===== config.mk =====
export PLATFORM = sky130hd
export DESIGN_NAME = game_state_ctrl
export DESIGN_NICKNAME = d
export VERILOG_FILES = /design/src/rtl/vga_pkg.sv /design/src/rtl/game_pkg.sv /design/src/rtl/edge_detect.sv /design/src/rtl/game_state_ctrl.sv
export SDC_FILE = /design/constraint.sdc
export NUM_CORES = 1
export LEC_CHECK = 0
export CORE_ASPECT_RATIO = 1.2
export CORE_MARGIN = 4
export CORE_UTILIZATION = 50
export DETAILED_ROUTE_END_ITERATION = 7
export PLACE_DENSITY = 0.87
export SLEW_MARGIN = 20
export SYNTH_ARGS = -nofsm -noshare
export SYNTH_HDL_FRONTEND = slang
export SYNTH_HIERARCHICAL = 1
export SYNTH_SLANG_ARGS = --single-unit

===== constraint.sdc =====
create_clock -name clk -period 3.1 [get_ports clk]
set_clock_uncertainty 0.1 [all_clocks]
set_input_delay 0.93 -clock clk [delete_from_list [all_inputs] [get_ports clk]]
set_output_delay 0.93 -clock clk [all_outputs]
set_load 0.03 [all_outputs]

===== src/rtl/vga_pkg.sv =====
// rtl/vga_pkg.sv - VGA screen geometry shared by the display and game logic
package vga_pkg;

   localparam int HOR_PIXELS = 800;
   localparam int VER_PIXELS = 600;

endpackage


===== src/rtl/game_pkg.sv =====
// rtl/game_pkg.sv - game state encoding, hold length and start-button geometry
package game_pkg;

   import vga_pkg::*;

   typedef enum logic [1:0] {
      SELECT = 2'd0,
      PLAY   = 2'd1,
      WIN    = 2'd2,
      LOSE   = 2'd3
   } game_state_t;

   localparam int              HOLD_W      = 8;
   localparam logic [HOLD_W-1:0] HOLD_FRAMES = 8'd180;

   // Start button is centred on screen: a quarter of the width, a twelfth of the height.
   localparam int START_W = HOR_PIXELS / 4;
   localparam int START_H = VER_PIXELS / 12;
   localparam int START_X = (HOR_PIXELS - START_W) / 2;
   localparam int START_Y = (VER_PIXELS - START_H) / 2;

   localparam logic [11:0] START_X_LO = 12'(START_X);
   localparam logic [11:0] START_X_HI = 12'(START_X + START_W);
   localparam logic [11:0] START_Y_LO = 12'(START_Y);
   localparam logic [11:0] START_Y_HI = 12'(START_Y + START_H);

   function automatic logic in_start_button(input logic [11:0] x, input logic [11:0] y);
      return (x >= START_X_LO) && (x < START_X_HI) && (y >= START_Y_LO) && (y < START_Y_HI);
   endfunction

endpackage


===== src/rtl/edge_detect.sv =====
// rtl/edge_detect.sv - registered rising-edge detector with one-cycle pulse
module edge_detect (
   input  logic clk,
   input  logic rst,
   input  logic d,
   output logic rise
);

   logic q;
   logic hist;
   logic valid;
   logic armed;

   // armed only after a genuine low has been seen, so a level already high at reset gives no pulse
   always_ff @(posedge clk) begin
      if (rst) begin
         q     <= 1'b0;
         hist  <= 1'b0;
         valid <= 1'b0;
         armed <= 1'b0;
      end else begin
         q     <= d;
         hist  <= q;
         valid <= 1'b1;
         armed <= armed | (valid & ~q);
      end
   end

   assign rise = q & ~hist & armed;

endmodule


===== src/rtl/game_state_ctrl.sv =====
// rtl/game_state_ctrl.sv - frame-synchronous game state machine with end-of-game hold timer
module game_state_ctrl
   import game_pkg::*;
(
   input  logic        clk,
   input  logic        rst,
   input  logic [11:0] mouse_x,
   input  logic [11:0] mouse_y,
   input  logic        mouse_clicked,
   input  logic [1:0]  char_class,
   input  logic        player_dead,
   input  logic        boss_dead,
   input  logic        vblnk,
   output logic [1:0]  game_active,
   output logic        restart,
   output logic        frame_tick,
   output logic        hold_active
);

   logic [11:0] x_s1, y_s1;
   logic [1:0]  class_s1;
   logic        pdead_s1, bdead_s1;
   logic        click_edge;

   game_state_t       state, state_nxt;
   logic [HOLD_W-1:0] hold_cnt, hold_nxt;
   logic              start_pend, lose_pend, win_pend, ret_pend;
   logic              start_pend_nxt, lose_pend_nxt, win_pend_nxt, ret_pend_nxt;
   logic              restart_nxt;
   logic              click_ok, start_set, lose_set, win_set, ret_set;
   logic              start_eff, lose_eff, win_eff, ret_eff;

   always_ff @(posedge clk) begin
      if (rst) begin
         x_s1     <= '0;
         y_s1     <= '0;
         class_s1 <= '0;
         pdead_s1 <= 1'b0;
         bdead_s1 <= 1'b0;
      end else begin
         x_s1     <= mouse_x;
         y_s1     <= mouse_y;
         class_s1 <= char_class;
         pdead_s1 <= player_dead;
         bdead_s1 <= boss_dead;
      end
   end

   edge_detect u_click_edge (
      .clk  (clk),
      .rst  (rst),
      .d    (mouse_clicked),
      .rise (click_edge)
   );

   edge_detect u_vblnk_edge (
      .clk  (clk),
      .rst  (rst),
      .d    (vblnk),
      .rise (frame_tick)
   );

   assign hold_active = (hold_cnt != '0);
   assign game_active = state;

   always_comb begin
      state_nxt   = state;
      hold_nxt    = hold_cnt;
      restart_nxt = 1'b0;

      click_ok  = click_edge & ~hold_active;
      start_set = (state == SELECT) & click_ok & in_start_button(x_s1, y_s1) & (class_s1 != 2'd0);
      // a death arriving after the opposite outcome is already pending is dropped
      lose_set  = (state == PLAY) & pdead_s1 & ~win_pend;
      win_set   = (state == PLAY) & bdead_s1 & ~lose_pend;
      ret_set   = ((state == WIN) | (state == LOSE)) & click_ok;

      start_eff = start_pend | start_set;
      lose_eff  = lose_pend  | lose_set;
      win_eff   = win_pend   | win_set;
      ret_eff   = ret_pend   | ret_set;

      if (frame_tick) begin
         unique case (state)
            SELECT: if (start_eff) state_nxt = PLAY;
            PLAY: begin
               if (lose_eff)      state_nxt = LOSE;
               else if (win_eff)  state_nxt = WIN;
            end
            WIN, LOSE: begin
               if (ret_eff) begin
                  state_nxt   = SELECT;
                  restart_nxt = 1'b1;
               end
            end
         endcase

         if (hold_cnt != '0) hold_nxt = hold_cnt - 1'b1;
         if ((state == PLAY) && (state_nxt != PLAY)) hold_nxt = HOLD_FRAMES;
      end

      if (state_nxt != state) begin
         start_pend_nxt = 1'b0;
         lose_pend_nxt  = 1'b0;
         win_pend_nxt   = 1'b0;
         ret_pend_nxt   = 1'b0;
      end else begin
         start_pend_nxt = start_eff;
         lose_pend_nxt  = lose_eff;
         win_pend_nxt   = win_eff;
         ret_pend_nxt   = ret_eff;
      end
   end

   always_ff @(posedge clk) begin
      if (rst) begin
         state      <= SELECT;
         hold_cnt   <= '0;
         start_pend <= 1'b0;
         lose_pend  <= 1'b0;
         win_pend   <= 1'b0;
         ret_pend   <= 1'b0;
         restart    <= 1'b0;
      end else begin
         state      <= state_nxt;
         hold_cnt   <= hold_nxt;
         start_pend <= start_pend_nxt;
         lose_pend  <= lose_pend_nxt;
         win_pend   <= win_pend_nxt;
         ret_pend   <= ret_pend_nxt;
         restart    <= restart_nxt;
      end
   end

endmodule


======== Yosys cells after proc, flatten, opt, wreduce, memory -nomap -nowiden ========
Cells that the tools add are included.
operators by class
  add/sub/neg operators ................... 1
  equal/unequal tests ..................... 5
  mux-type cells .......................... 11
  bitwise logic cells ..................... 31
  reduce and logical (&&, ||, !) cells .... 12
  $lt $le $gt $ge ......................... 4
operators by type and width
  cell                                                                 count
  greater-or-equal comparator 12 x 9 -> 1 bit (second input constant)  2
  less-than comparator 12 x 9 -> 1 bit (second input constant)         2
  two-way mux 8 bit                                                    2
  bitwise AND 1 bit                                                    15
  two-way mux 2 bit                                                    6
  inverter 1 bit                                                       9
  nonzero test 8 bit                                                   1
  subtractor 8 x 1 -> 8 bit (second input constant)                    1
  OR 1 bit                                                             7
  one-hot mux 2 bit (3 select lines)                                   1
  equality test 2 bit (second input constant)                          2
  logical AND 1 bit                                                    4
  nonzero test 2 bit                                                   2
  OR reduction 2 bit                                                   2
  OR reduction 3 bit                                                   1
  equality test 2 x 1 -> 1 bit (second input constant)                 1
  logical NOT 2 bit                                                    1
  two-way mux 1 bit                                                    2
  != test 2 x 1 -> 1 bit (second input constant)                       1
  != test 2 bit                                                        1
  AND reduction 2 bit                                                  1
word-level totals
  output and inout bits ................... 5
  input bits .............................. 32
  register bits ........................... 50
  logic and storage cells ................. 83

======== Depth between registers and ports, before layout ========
  depth in word-level cells ............... 15
  depth in mapped cells ................... 7
  mapped depth without buffers ............ 7

======== Hierarchy ========
Netlist, hierarchy kept.
modules (own cells, without submodules)
  module           seq. area each (µm²)  area an instance (µm²)  instances  cells an instance
  game_state_ctrl  820.8                 1641.6                  1          174
  edge_detect      80.1                  117.6                   2          11

======== Worst setup path before layout ========
OpenSTA, ideal clock, no wires.
  kind .................................... register -> register
  start point ............................. register hold_cnt[0]
  end point ............................... register start_pend
  setup time .............................. 0.079 ns
  arrival ................................. 2.148 ns
  path slack .............................. 0.773 ns
  path buffers ............................ 0
  required time ........................... 2.921 ns
  cell stages (with the launch flop) ...... 8
  period minus slack after synthesis ...... 2.327 ns
  cell sequence ........................... dfxtp_1 inv_1 ha_1 nor2b_1 nand3_2 a311o_1 or4_4 a211oi_2
on the way
  longest elaborated chain between the ends .. 13
  elaborated cells on any way between the ends .. 16
  those cells by class .................... eq/ne: 1; mux: 5; bitwise: 8; reduce/logical: 2
RTL lines
  element                              RTL line                RTL
  start, declared                      game_state_ctrl.sv:26   logic [HOLD_W-1:0] hold_cnt, hold_nxt;
  start signal, assigned               game_state_ctrl.sv:126  hold_cnt <= hold_nxt;
  nonzero test 8 bit (*)               game_state_ctrl.sv:63   assign hold_active = (hold_cnt != '0);
  via hold_active                      game_state_ctrl.sv:17   output logic hold_active
  inverter 1 bit (*)                   game_state_ctrl.sv:71   click_ok = click_edge & ~hold_active;
  bitwise AND 1 bit (*)                game_state_ctrl.sv:71
  bitwise AND 1 bit (3 in a row)       game_state_ctrl.sv:72   start_set = (state == SELECT) & click_ok & in_start_button(x_s1, y_s1) & (class_s1 != 2'd0);
  OR 1 bit                             game_state_ctrl.sv:78   start_eff = start_pend | start_set;
  two-way mux 2 bit                    game_state_ctrl.sv:85   SELECT: if (start_eff) state_nxt = PLAY;
  one-hot mux 2 bit (3 select lines)   game_state_ctrl.sv:84   unique case (state)
  two-way mux 2 bit (2 in a row)       game_state_ctrl.sv:83   if (frame_tick) begin
  != test 2 bit                        game_state_ctrl.sv:102  if (state_nxt != state) begin
  OR reduction 2 bit (no source line)  n/a
  end signal, assigned                 game_state_ctrl.sv:127  start_pend <= start_pend_nxt;
  end, declared                        game_state_ctrl.sv:27   logic start_pend, lose_pend, win_pend, ret_pend;
Mark *: on every way through the listed nets, which the timed path passes. The rest lies on a longest branch. The select of a mux whose other input is x is not followed.
A chain may end at the register's enable or synchronous reset.

======== Final worst setup path ========
  start point ............................. register hold_cnt[0]
  end point ............................... output port hold_active
on the way
  longest elaborated chain between the ends .. 1
RTL lines
  element             RTL line
  nonzero test 8 bit  game_state_ctrl.sv:63
  end, declared       game_state_ctrl.sv:17
No other way between the ends.

==> flow_summary_export.csv <==
group,metric,value,unit
synth,yosysTopAreaCell,"dfxtp_1",
placement,portBuffers,34,
floorplanning,die_x,63.9,um
cells_and_area,area.growth.synth_to_final,26.7,%
floorplanning,dieArea,4800,um2
synth,synth_warnings,6,
pwr,power_leakage,0.894,nW
global_routing,overflow,0,
floorplanning,initial_utilization,51.7,%
run,drv_cap,0,
placement,place_inst,278,
synth,synth_edf_count,0,
synth,avgSynthCellArea,9.58,um2
outcome,outcome,"finished clean",
timing,period_share,87.2,%
worst_hold_path,hold_path.startpoint,"start_pend",
floorplanning,ioPinCount,37,
setup_path,required,2.07,ns
cts,clock_path_buffers,2,
cts,clock-root-buffer,"clkbuf_8",
setup_path,critPathMaxStageDelay,0.32,ns
cts,htree_levels,2,
timing,finalHoldViolCount,0,
cells_and_area,nets,266,
detailed_routing,drc,0,
global_routing,grt_pass1_wl,5490,um
cts,cts_sinks,49,
cts,holdBufCountCts,0,
setup_path,critPathBufInv,2,
timing,rsz0062_at_grt,"no",
detailed_routing,via_count,1417,
cells_and_area,fin_util,65.4,%
detailed_routing,drtIter0Drc,46,
cells_and_area,antenna_cells,0,
placement,dp_hpwl,2360,um
cts,cts_resized,0,
timing,fin_setup_tns,0,ns
detailed_routing,via_per_inst,4.95,
pwr,powerDensity,481,nW/um2
worst_hold_path,hold_class,"flop to flop",
setup_path,reg2reg_from,"hold_cnt[0]",
global_routing,grt_pass1_vias,1306,
synth,synth_top_area_share,52.3,%
setup_path,end_kind,"output port",
timing,worstMarginPinSlew,0.548,ns
setup_path,start_kind,"flop",
synth,synth_seq_area_share,52.3,%
detailed_routing,ant_nets,0,
placement,gp_congestion,0.853,
setup_path,path_cells,"inv_1 -> ha_1 -> nor2b_1 -> nand3_2 -> dlymetal6s2s_1",
detailed_routing,avgRoutedWirePerCell,11.4,um
global_routing,antenna_found_initial,0,
setup_path,criticalPathCategory,"flop to output port",
synth,synth_flop_cell,"dfxtp_1",
synth,synthesis.nets,229,
synth,synthArstFlopShare,0,%
setup_path,path_delay_family,"simple AND/OR/NAND/NOR gates",
setup_path,arrival,1.67,ns
timing,slew_headroom,63.2,%
floorplanning,rows,24,
cts,path_clk_slew,0.09,ns
setup_path,critPathLaunch,"hold_cnt[0]",
cts,post_cts.repair.setup_buffers,0,
synth,ys_top_cells_by_area,"dfxtp_1 (52%), nor2b_1 (12%), nor2_1 (3.2%), nand2_1 (2.4%), inv_1 (2.2%)",
cts,cts_made_buffers,5,
pwr,peakVddDrop,0.429,mV
synth,synthCells,196,
detailed_routing,firstDrtPassIters,4,
cts,tritoncts,"built",
global_routing,groute.usage.overall,14.9,%
global_routing,grt_max_degree,20,
floorplanning,core,3630,um2
detailed_routing,drt-total-wl,3270,um
timing,drv_slew,0,
cells_and_area,finalNonFillerCells,286,
synth,ys_seq_elements,49,
cells_and_area,nFillCells,290,
cells_and_area,drive_above_1_share,8.12,%
setup_path,slowest_stage,"dfxtp_1",
setup_path,path_max_fanout,5,
timing,post-route-min-period,2.70,ns
timing,max_freq,0.370,GHz
floorplanning,fp.dieH,75.1,um
cts,clk_latency,0.30,ns
synth,synth_cell_types,42,
timing,setup_viol,0,
synth,netlist_area,1880,um2
-- power by group --
| part | total (mW) | switching (mW) | leakage, nW | internal (mW) |
|---|---|---|---|---|
| clock | 0.382 | 0.201 | 0.0512 | 0.181 |
| sequential | 0.666 | 0.0117 | 0.404 | 0.654 |
| combinational | 0.0965 | 0.0366 | 0.439 | 0.0599 |
| total | 1.14 | 0.249 | 0.894 | 0.895 |
-- placed cells by master, fill, tap and decap left out, drive strengths merged, types with 2 or more instances in the layout --
| master | n |
|---|---|
| dfxtp | 49 |
| nor2b | 35 |
| clkdlybuf4s50 | 33 |
| nor2 | 16 |
| nand2 | 12 |
| inv | 11 |
| o21ai | 6 |
| clkbuf | 6 |
| a21oi | 5 |
| nand2b | 4 |
| nand4 | 4 |
| o21a | 4 |
| a211oi | 4 |
| nor4 | 4 |
| nand3b | 3 |
| nor3 | 3 |
| xor2 | 3 |
| a31oi | 3 |
| buf | 3 |
| nor4b | 2 |
| xnor2 | 2 |
| or4 | 2 |
| clkinv | 2 |
-- layer usage --
| layer | global-route usage (%) | vias to the layer above | part of all wire [%] |
|---|---|---|---|
| li1 | - | 736 | - |
| met1 | 15.6 | 642 | 41 |
| met2 | 27.2 | 33 | 51 |
| met3 | 4.78 | 6 | 5.4 |
| met4 | 7.43 | 0 | 2.0 |
| met5 | 0 | - | 0 |
-- final timing paths --
path	to	slack, ns	cells after the start
hold / removal	start_pend	0.36	2
setup reg to reg	start_pend	0.65	7
setup / recovery	hold_active	0.40	5
hold reg to reg	start_pend	0.36	2
-- area by class of cell --
class                           count  area (um2)  share of cell area [%]
Timing Repair Buffer               37         365                    15.4
Clock buffer                        6        82.6                    3.47
Clock inverter                      2        13.8                   0.579
Multi-Input combinational cell    129         828                    34.8
Inverter                           11        41.3                    1.74
Sequential cell                    49         981                    41.3
Tap cell                           52        65.1                    2.74
-- flip-flops by register name, summed over array words and instances, names as in the netlist --
| register | cells |
|---|---|
| win_pend | 1 |
| u_click_edge/hist | 1 |
| u_vblnk_edge/armed | 1 |
| x_s1 | 10 |
| u_click_edge/armed | 1 |
| bdead_s1 | 1 |
| ret_pend | 1 |
| u_click_edge/q | 1 |
| pdead_s1 | 1 |
| u_vblnk_edge/q | 1 |
| game_active | 2 |
| class_s1 | 2 |
| u_vblnk_edge/hist | 1 |
| lose_pend | 1 |
| u_vblnk_edge/valid | 1 |
| restart | 1 |
| start_pend | 1 |
| hold_cnt | 8 |
| u_click_edge/valid | 1 |
| y_s1 | 12 |
-- per-stage QoR --
step | hold WS, ns | setup WS [ns] | power (mW) | instance area [um2]
floorplan | 0.339 | 0.773 | 0.726 | 1880
global placement | 0.346 | 0.447 | 0.775 | 2280
detailed placement | 0.353 | 0.401 | 0.777 | 2280
CTS | 0.363 | 0.0563 | 1.16 | 2370
global route | 0.378 | 0.315 | 1.20 | 2380
finish | 0.362 | 0.396 | 1.14 | 2380
-- kinds of logic after synthesis --
group,after synthesis,share of synthesized area (%)
and+or+nand+nor,91,29.3
AOI/OAI and AO/OA,32,11.9
buffers and inverters,18,3.60
adders and majority gates,1,0.667
DFF,49,52.3
xor gates and xnor gates,5,2.33
-- worst min-delay path: stages, from the launching register on --
cell	delay, ns
dfxtp_1	0.31
inv_1	0.06
a211oi_2	0.05
-- synthesized netlist by cell type, drive strengths merged, types with 2 or more instances --
| cell type | n |
|---|---|
| a211oi | 4 |
| a21oi | 5 |
| a31oi | 3 |
| clkbuf | 6 |
| dfxtp | 49 |
| inv | 11 |
| nand2 | 12 |
| nand2b | 4 |
| nand3b | 3 |
| nand4 | 4 |
| nor2 | 16 |
| nor2b | 35 |
| nor3 | 3 |
| nor4 | 4 |
| nor4b | 2 |
| o21a | 4 |
| o21ai | 6 |
| or4 | 2 |
| xnor2 | 2 |
| xor2 | 3 |
No activity file was read; power rests on OpenSTA's default activity.
